`config.mk`:
```
export PLATFORM = sky130hd
export DESIGN_NAME = wb_result_stage_flat
export DESIGN_NICKNAME = d
export VERILOG_FILES = /design/src/rtl/wb_result_stage_if.sv /design/src/rtl/wb_result_stage.sv /design/src/flat_wrapper.sv
export SDC_FILE = /design/constraint.sdc
export NUM_CORES = 1
export LEC_CHECK = 0
export ABC_AREA = 1
export BUFFER_PORTS_ARGS = -buffer_cell sky130_fd_sc_hd__buf_2
export CAP_MARGIN = 20
export CORE_MARGIN = 5
export CORE_UTILIZATION = 47
export CTS_BUF_LIST = sky130_fd_sc_hd__clkbuf_4
export DETAILED_ROUTE_END_ITERATION = 8
export PLACE_DENSITY = 0.83
export SYNTH_ARGS = -nofsm -noshare
export SYNTH_HDL_FRONTEND = slang
export SYNTH_SLANG_ARGS = --single-unit
```
`constraint.sdc`:
```
create_clock -name clk -period 1.7 [get_ports clk]
set_input_delay 0.085 -clock clk [delete_from_list [all_inputs] [get_ports clk]]
set_output_delay 0.085 -clock clk [all_outputs]
set_load 0.05 [all_outputs]
```
`src/rtl/wb_result_stage_if.sv`:
```
// Writeback result stage bus: upstream source/select/handshake and downstream result/handshake.
// The master side drives sources and out_ready; the slave side is the result stage.
interface wb_result_stage_if #(
   parameter int WIDTH   = 32,
   parameter int NUM_SRC = 4
);
   localparam int SEL_W = $clog2(NUM_SRC);

   logic [NUM_SRC*WIDTH-1:0] src_data;
   logic [SEL_W-1:0]         sel;
   logic [2:0]               funct3;
   logic [1:0]               addr_lo;
   logic                     in_valid;
   logic                     in_ready;
   logic                     flush;
   logic [WIDTH-1:0]         result;
   logic                     out_valid;
   logic                     out_ready;
   logic                     err;

   modport master (
      output src_data, sel, funct3, addr_lo, in_valid, flush, out_ready,
      input  in_ready, result, out_valid, err
   );

   modport slave (
      input  src_data, sel, funct3, addr_lo, in_valid, flush, out_ready,
      output in_ready, result, out_valid, err
   );
endinterface

```
`src/rtl/wb_result_stage.sv`:
```
// Registered writeback result selector: picks one of NUM_SRC sources, formats load data,
// and holds the result in a one-entry valid/ready pipeline register with flush and error flag.
module wb_result_stage #(
   parameter int  WIDTH    = 32,
   parameter int  NUM_SRC  = 4,
   parameter int  LOAD_SRC = 1,
   localparam int SEL_W    = $clog2(NUM_SRC)
) (
   input logic               clk,
   input logic               reset_n,
   wb_result_stage_if.slave  bus
);
   localparam logic [2:0] F3_LB  = 3'b000;
   localparam logic [2:0] F3_LH  = 3'b001;
   localparam logic [2:0] F3_LW  = 3'b010;
   localparam logic [2:0] F3_LBU = 3'b100;
   localparam logic [2:0] F3_LHU = 3'b101;

   logic [WIDTH-1:0] w_sel_data;
   logic             w_in_range;
   logic             w_is_load;
   logic [31:0]      w_word;
   logic [15:0]      w_lane;
   logic [WIDTH-1:0] w_load_res;
   logic             w_load_err;
   logic [WIDTH-1:0] w_next_res;
   logic             w_next_err;
   logic             w_in_ready;
   logic             w_accept;

   logic [WIDTH-1:0] r_result;
   logic             r_err;
   logic             r_valid;

   // Any select value not matched here is out of range (only reachable when NUM_SRC is not 2^n).
   always_comb begin
      w_sel_data = '0;
      w_in_range = 1'b0;
      for (int i = 0; i < NUM_SRC; i++) begin
         if (bus.sel == SEL_W'(i)) begin
            w_sel_data = bus.src_data[i*WIDTH +: WIDTH];
            w_in_range = 1'b1;
         end
      end
   end

   assign w_is_load = (bus.sel == SEL_W'(LOAD_SRC));
   assign w_word    = w_sel_data[31:0];
   assign w_lane    = 16'(w_word >> {bus.addr_lo, 3'b000});

   always_comb begin
      w_load_res = '0;
      w_load_err = 1'b0;
      case (bus.funct3)
         F3_LB:  w_load_res = WIDTH'($signed(w_lane[7:0]));
         F3_LBU: w_load_res = WIDTH'(w_lane[7:0]);
         F3_LH: begin
            if (bus.addr_lo[0]) w_load_err = 1'b1;
            else                w_load_res = WIDTH'($signed(w_lane));
         end
         F3_LHU: begin
            if (bus.addr_lo[0]) w_load_err = 1'b1;
            else                w_load_res = WIDTH'(w_lane);
         end
         F3_LW: begin
            if (bus.addr_lo != 2'b00) w_load_err = 1'b1;
            else                      w_load_res = WIDTH'($signed(w_word));
         end
         default: w_load_err = 1'b1;
      endcase
   end

   // Error cases force a zero result so the register never carries partial load data.
   always_comb begin
      w_next_res = '0;
      w_next_err = 1'b0;
      if (!w_in_range) begin
         w_next_err = 1'b1;
      end else if (w_is_load) begin
         w_next_err = w_load_err;
         w_next_res = w_load_err ? '0 : w_load_res;
      end else begin
         w_next_res = w_sel_data;
      end
   end

   assign w_in_ready = !r_valid || bus.out_ready;
   assign w_accept   = bus.in_valid && w_in_ready;

   // Flush beats both hold and accept; result/err keep their last value across a flush.
   always_ff @(posedge clk or negedge reset_n) begin
      if (!reset_n) begin
         r_valid  <= 1'b0;
         r_result <= '0;
         r_err    <= 1'b0;
      end else begin
         if (bus.flush)       r_valid <= 1'b0;
         else if (w_in_ready) r_valid <= bus.in_valid;
         if (w_accept && !bus.flush) begin
            r_result <= w_next_res;
            r_err    <= w_next_err;
         end
      end
   end

   assign bus.in_ready  = w_in_ready;
   assign bus.result    = r_result;
   assign bus.out_valid = r_valid;
   assign bus.err       = r_err;
endmodule
```
`src/flat_wrapper.sv`:
```
// flat-port wrapper written by rule: the top's interface ports become plain ports
module wb_result_stage_flat 
#(
   parameter int  WIDTH    = 32,
   parameter int  NUM_SRC  = 4,
   parameter int  LOAD_SRC = 1,
   localparam int SEL_W    = $clog2(NUM_SRC)
)
  (clk, reset_n, bus_src_data, bus_sel, bus_funct3, bus_addr_lo, bus_in_valid, bus_flush, bus_out_ready, bus_in_ready, bus_result, bus_out_valid, bus_err);
  wb_result_stage_if #(.WIDTH(WIDTH), .NUM_SRC(NUM_SRC)) bus_i ();
  input logic clk;
  input logic reset_n;
  input wire logic [$bits(bus_i.src_data)-1:0] bus_src_data;
  input wire logic [$bits(bus_i.sel)-1:0] bus_sel;
  input wire logic [$bits(bus_i.funct3)-1:0] bus_funct3;
  input wire logic [$bits(bus_i.addr_lo)-1:0] bus_addr_lo;
  input wire logic [$bits(bus_i.in_valid)-1:0] bus_in_valid;
  input wire logic [$bits(bus_i.flush)-1:0] bus_flush;
  input wire logic [$bits(bus_i.out_ready)-1:0] bus_out_ready;
  output wire logic [$bits(bus_i.in_ready)-1:0] bus_in_ready;
  output wire logic [$bits(bus_i.result)-1:0] bus_result;
  output wire logic [$bits(bus_i.out_valid)-1:0] bus_out_valid;
  output wire logic [$bits(bus_i.err)-1:0] bus_err;
  assign bus_i.src_data = bus_src_data;
  assign bus_i.sel = bus_sel;
  assign bus_i.funct3 = bus_funct3;
  assign bus_i.addr_lo = bus_addr_lo;
  assign bus_i.in_valid = bus_in_valid;
  assign bus_i.flush = bus_flush;
  assign bus_i.out_ready = bus_out_ready;
  assign bus_in_ready = bus_i.in_ready;
  assign bus_result = bus_i.result;
  assign bus_out_valid = bus_i.out_valid;
  assign bus_err = bus_i.err;
  wb_result_stage #(.WIDTH(WIDTH), .NUM_SRC(NUM_SRC), .LOAD_SRC(LOAD_SRC)) u_core (.clk(clk), .reset_n(reset_n), .bus(bus_i));
endmodule
```
==> flow_summary.json <==
{
  "status": "complete, no violations",
  "grt_pass1_wl_um": 19800,
  "hold_depth": 5,
  "grt-ovfl-total": 0,
  "final_cells": 830,
  "drv_slew": 0,
  "start_util_pct": 48.1,
  "die_area_um2": 8670,
  "hold_ws_ns": 0.173,
  "drive_gt1_share_pct": 31.5,
  "clock_path_buffers": 2,
  "drt_iter0_markers": 388,
  "std_cell_rows": 30,
  "finalCritPeriodShare_pct": 81.7,
  "async_flop_share_pct": 100,
  "synth_most_common_cell": "nand2_1",
  "wirelength_um": 12400,
  "hold_class": "in -> reg",
  "fin_nets": 889,
  "path_clk_slew_ns": 0.12,
  "num_vias": 4387,
  "utilization_pct": 63.9,
  "r2r-start": "u_core.bus.out_valid",
  "port_buffers": 174,
  "crit_arrival_ns": 1.64,
  "multiInputGateArea_um2": 2000,
  "fmax_mhz": 720,
  "cts_resized": 0,
  "avgViaCountPerCell": 5.29,
  "relSlewSlack_pct": 66.1,
  "hold_viol": 0,
  "dp_hpwl_um": 9770,
  "cts_buffers": 5,
  "ys_types": 27,
  "first_global_vias": 4191,
  "r2r_cells": 10,
  "synth_fp_nets": 712,
  "dominantRegCellSynth": "dfrtp_1",
  "crit_type": "in -> reg",
  "p_leak_nw": 2.52,
  "setup-tns-final_ns": 0,
  "antenna_found_initial": 0,
  "gp_congestion": 0.987,
  "synth_area_um2": 3250,
  "r2r_slack_ns": 0.32,
  "min_to": "u_core.bus.result[0]",
  "area_growth_pct": 33.0,
  "grt_use_total_pct": 28.3,
  "path_cells": "buf_2 -> inv_2 -> nor2_1 -> nand2_1 -> nand3_1 -> nand2_1 -> nand2_1 -> o21ai_2 -> nand2_2 -> nand3_1 -> nand2_1 -> nand2_1",
  "drc": 0,
  "yosysTopAreaCell": "dfrtp_1",
  "crit_top_cell": "nand2_1",
  "setup_viol": 0,
  "core_area_um2": 6760,
  "final.fill_count": 654,
  "antenna_left": 0,
  "cts_root_buffer": "clkbuf_4",
  "synth-edff-count": 0,
  "placed_cells": 819,
  "ys_seq_elements": 34,
  "firstDrtPassIters": 5,
  "synth_cells": 572,
  "ys_seq_area_share_pct": 26.2,
  "worst_setup_path_end_kind": "flip-flop",
  "cts_sinks": 34,
  "dieWidth_um": 93.1,
  "cp_slowest_stage_delay_ns": 0.26,
  "clk-insertion-delay-late_ns": 0.34,
  "fin_crit_ns": 1.39,
  "skew_ns": 0.00831,
  "rsz0062_at_grt": "false",
  "cp-start-kind": "input pin",
  "cap_violations": 0,
  "synthTopCellsByArea": "dfrtp_1 26%, nand2_1 21%, nor2_1 9.1%, o21ai_0 7.1%, nand3_1 6.9%",
  "num_io_pins": 175,
  "critPathSlowestCell": "nand2_2",
  "critPathRequiredTime_ns": 1.95,
  "powerDensity_nw_per_um2": 716,
  "grt_max_degree": 35,
  "yosys_warnings": 0,
  "cts_tree": "built",
  "ys_top_cells_by_count": "185 x nand2_1, 79 x nor2_1, 46 x o21ai_0",
  "post_drt_wl_per_cell_um": 14.9,
  "synth_top_area_share_pct": 26.2,
  "die_h_um": 93.1,
  "path_max_fanout": 16,
  "syn_area_per_cell_um2": 5.68,
  "worst_pin_slew_ns": 0.505,
  "vdd_drop_max_mv": 0.309,
  "min-delay-start": "bus_src_data[96]",
  "seq_area_um2": 852,
  "r2r_end": "u_core.bus.result[9]",
  "num_antenna_cells": 0,
  "h-tree-depth": 2
}
## routing by layer
layer,vias up,routed length [um],GRT usage (%)
met2,238,5920,46.7
met3,38,1020,3.86
met5,-,0,0
li1,2175,-,-
met4,0,361,10.1
met1,1936,5040,37.8
## metrics by stage
step	power (mW)	setup slack [ns]	instance area [um^2]
detailed placement	2.63	0.00423	4240
finish	3.09	0.311	4320
CTS	3.09	0.325	4320
floorplan	2.11	0.00139	3250
global route	3.29	0.166	4320
global placement	2.61	0.0855	4240
## worst max-delay path: cells and delay by family
family | cells | cell delay (ns)
AO/OA/AOI/OAI | 1 | 0.06
buffers and inverters | 2 | 0.30
AND/OR/NAND/NOR | 9 | 1.19
## logic make-up (layout without fill, tap and decap cells)
logic type	after synthesis	after routing	synth area share, %
buffers and inverters	86	264	12.3
and+or+nand+nor	331	331	42.1
DFF	34	34	26.2
AOI/OAI and AO/OA	121	121	19.3
## cells in the final DEF, fill, tap and decap left out, types with 3 or more instances in the layout
master and n:
or2_2 8, nor2_1 79, dlygate4sd3_1 3, o22ai_1 8, clkbuf_4 5, inv_2 14
o21ai_1 26, dfrtp_1 33, buf_4 18, nor2_2 3, buf_2 174, o21ai_0 46
nand2_2 4, nand3_1 45, inv_1 42, a21oi_1 37, nand2_1 185, buf_12 3
## power by group
part	switching, mW	total [mW]	internal [mW]
logic	1.12	1.59	0.473
clock network	0.308	0.462	0.154
registers	0.0834	1.04	0.952
## layout make-up
class,count,area share (%)
clock buffers,5,0.869
clock inverters,3,0.377
inverters,58,5.10
multi-input cells,452,46.2
flip-flops and latches,34,19.7
well taps,80,2.32
repair buffers,198,25.4
## flip-flops by register name, summed over array words and instances (netlist names)
register / flops
u_core.bus.err: 1
u_core.bus.out_valid: 1
u_core.bus.result: 32
## how the worst max path moves through the flow
stage / to / startpoint
finish: u_core.bus.result[21] / bus_sel[1]
global route: u_core.bus.result[12] / u_core.bus.out_valid
CTS: u_core.bus.result[12] / u_core.bus.out_valid
detailed placement: u_core.bus.result[26] / bus_sel[1]
global placement: u_core.bus.result[22] / bus_sel[1]
floorplan: u_core.bus.result[13] / u_core.bus.out_valid
## timing repair
item | CTS | global route
hold buffers | 3 | 0
hold endpoints to repair | 35 | 0
setup buffers | 0 | 0
No activity file was read; power rests on OpenSTA's default activity.
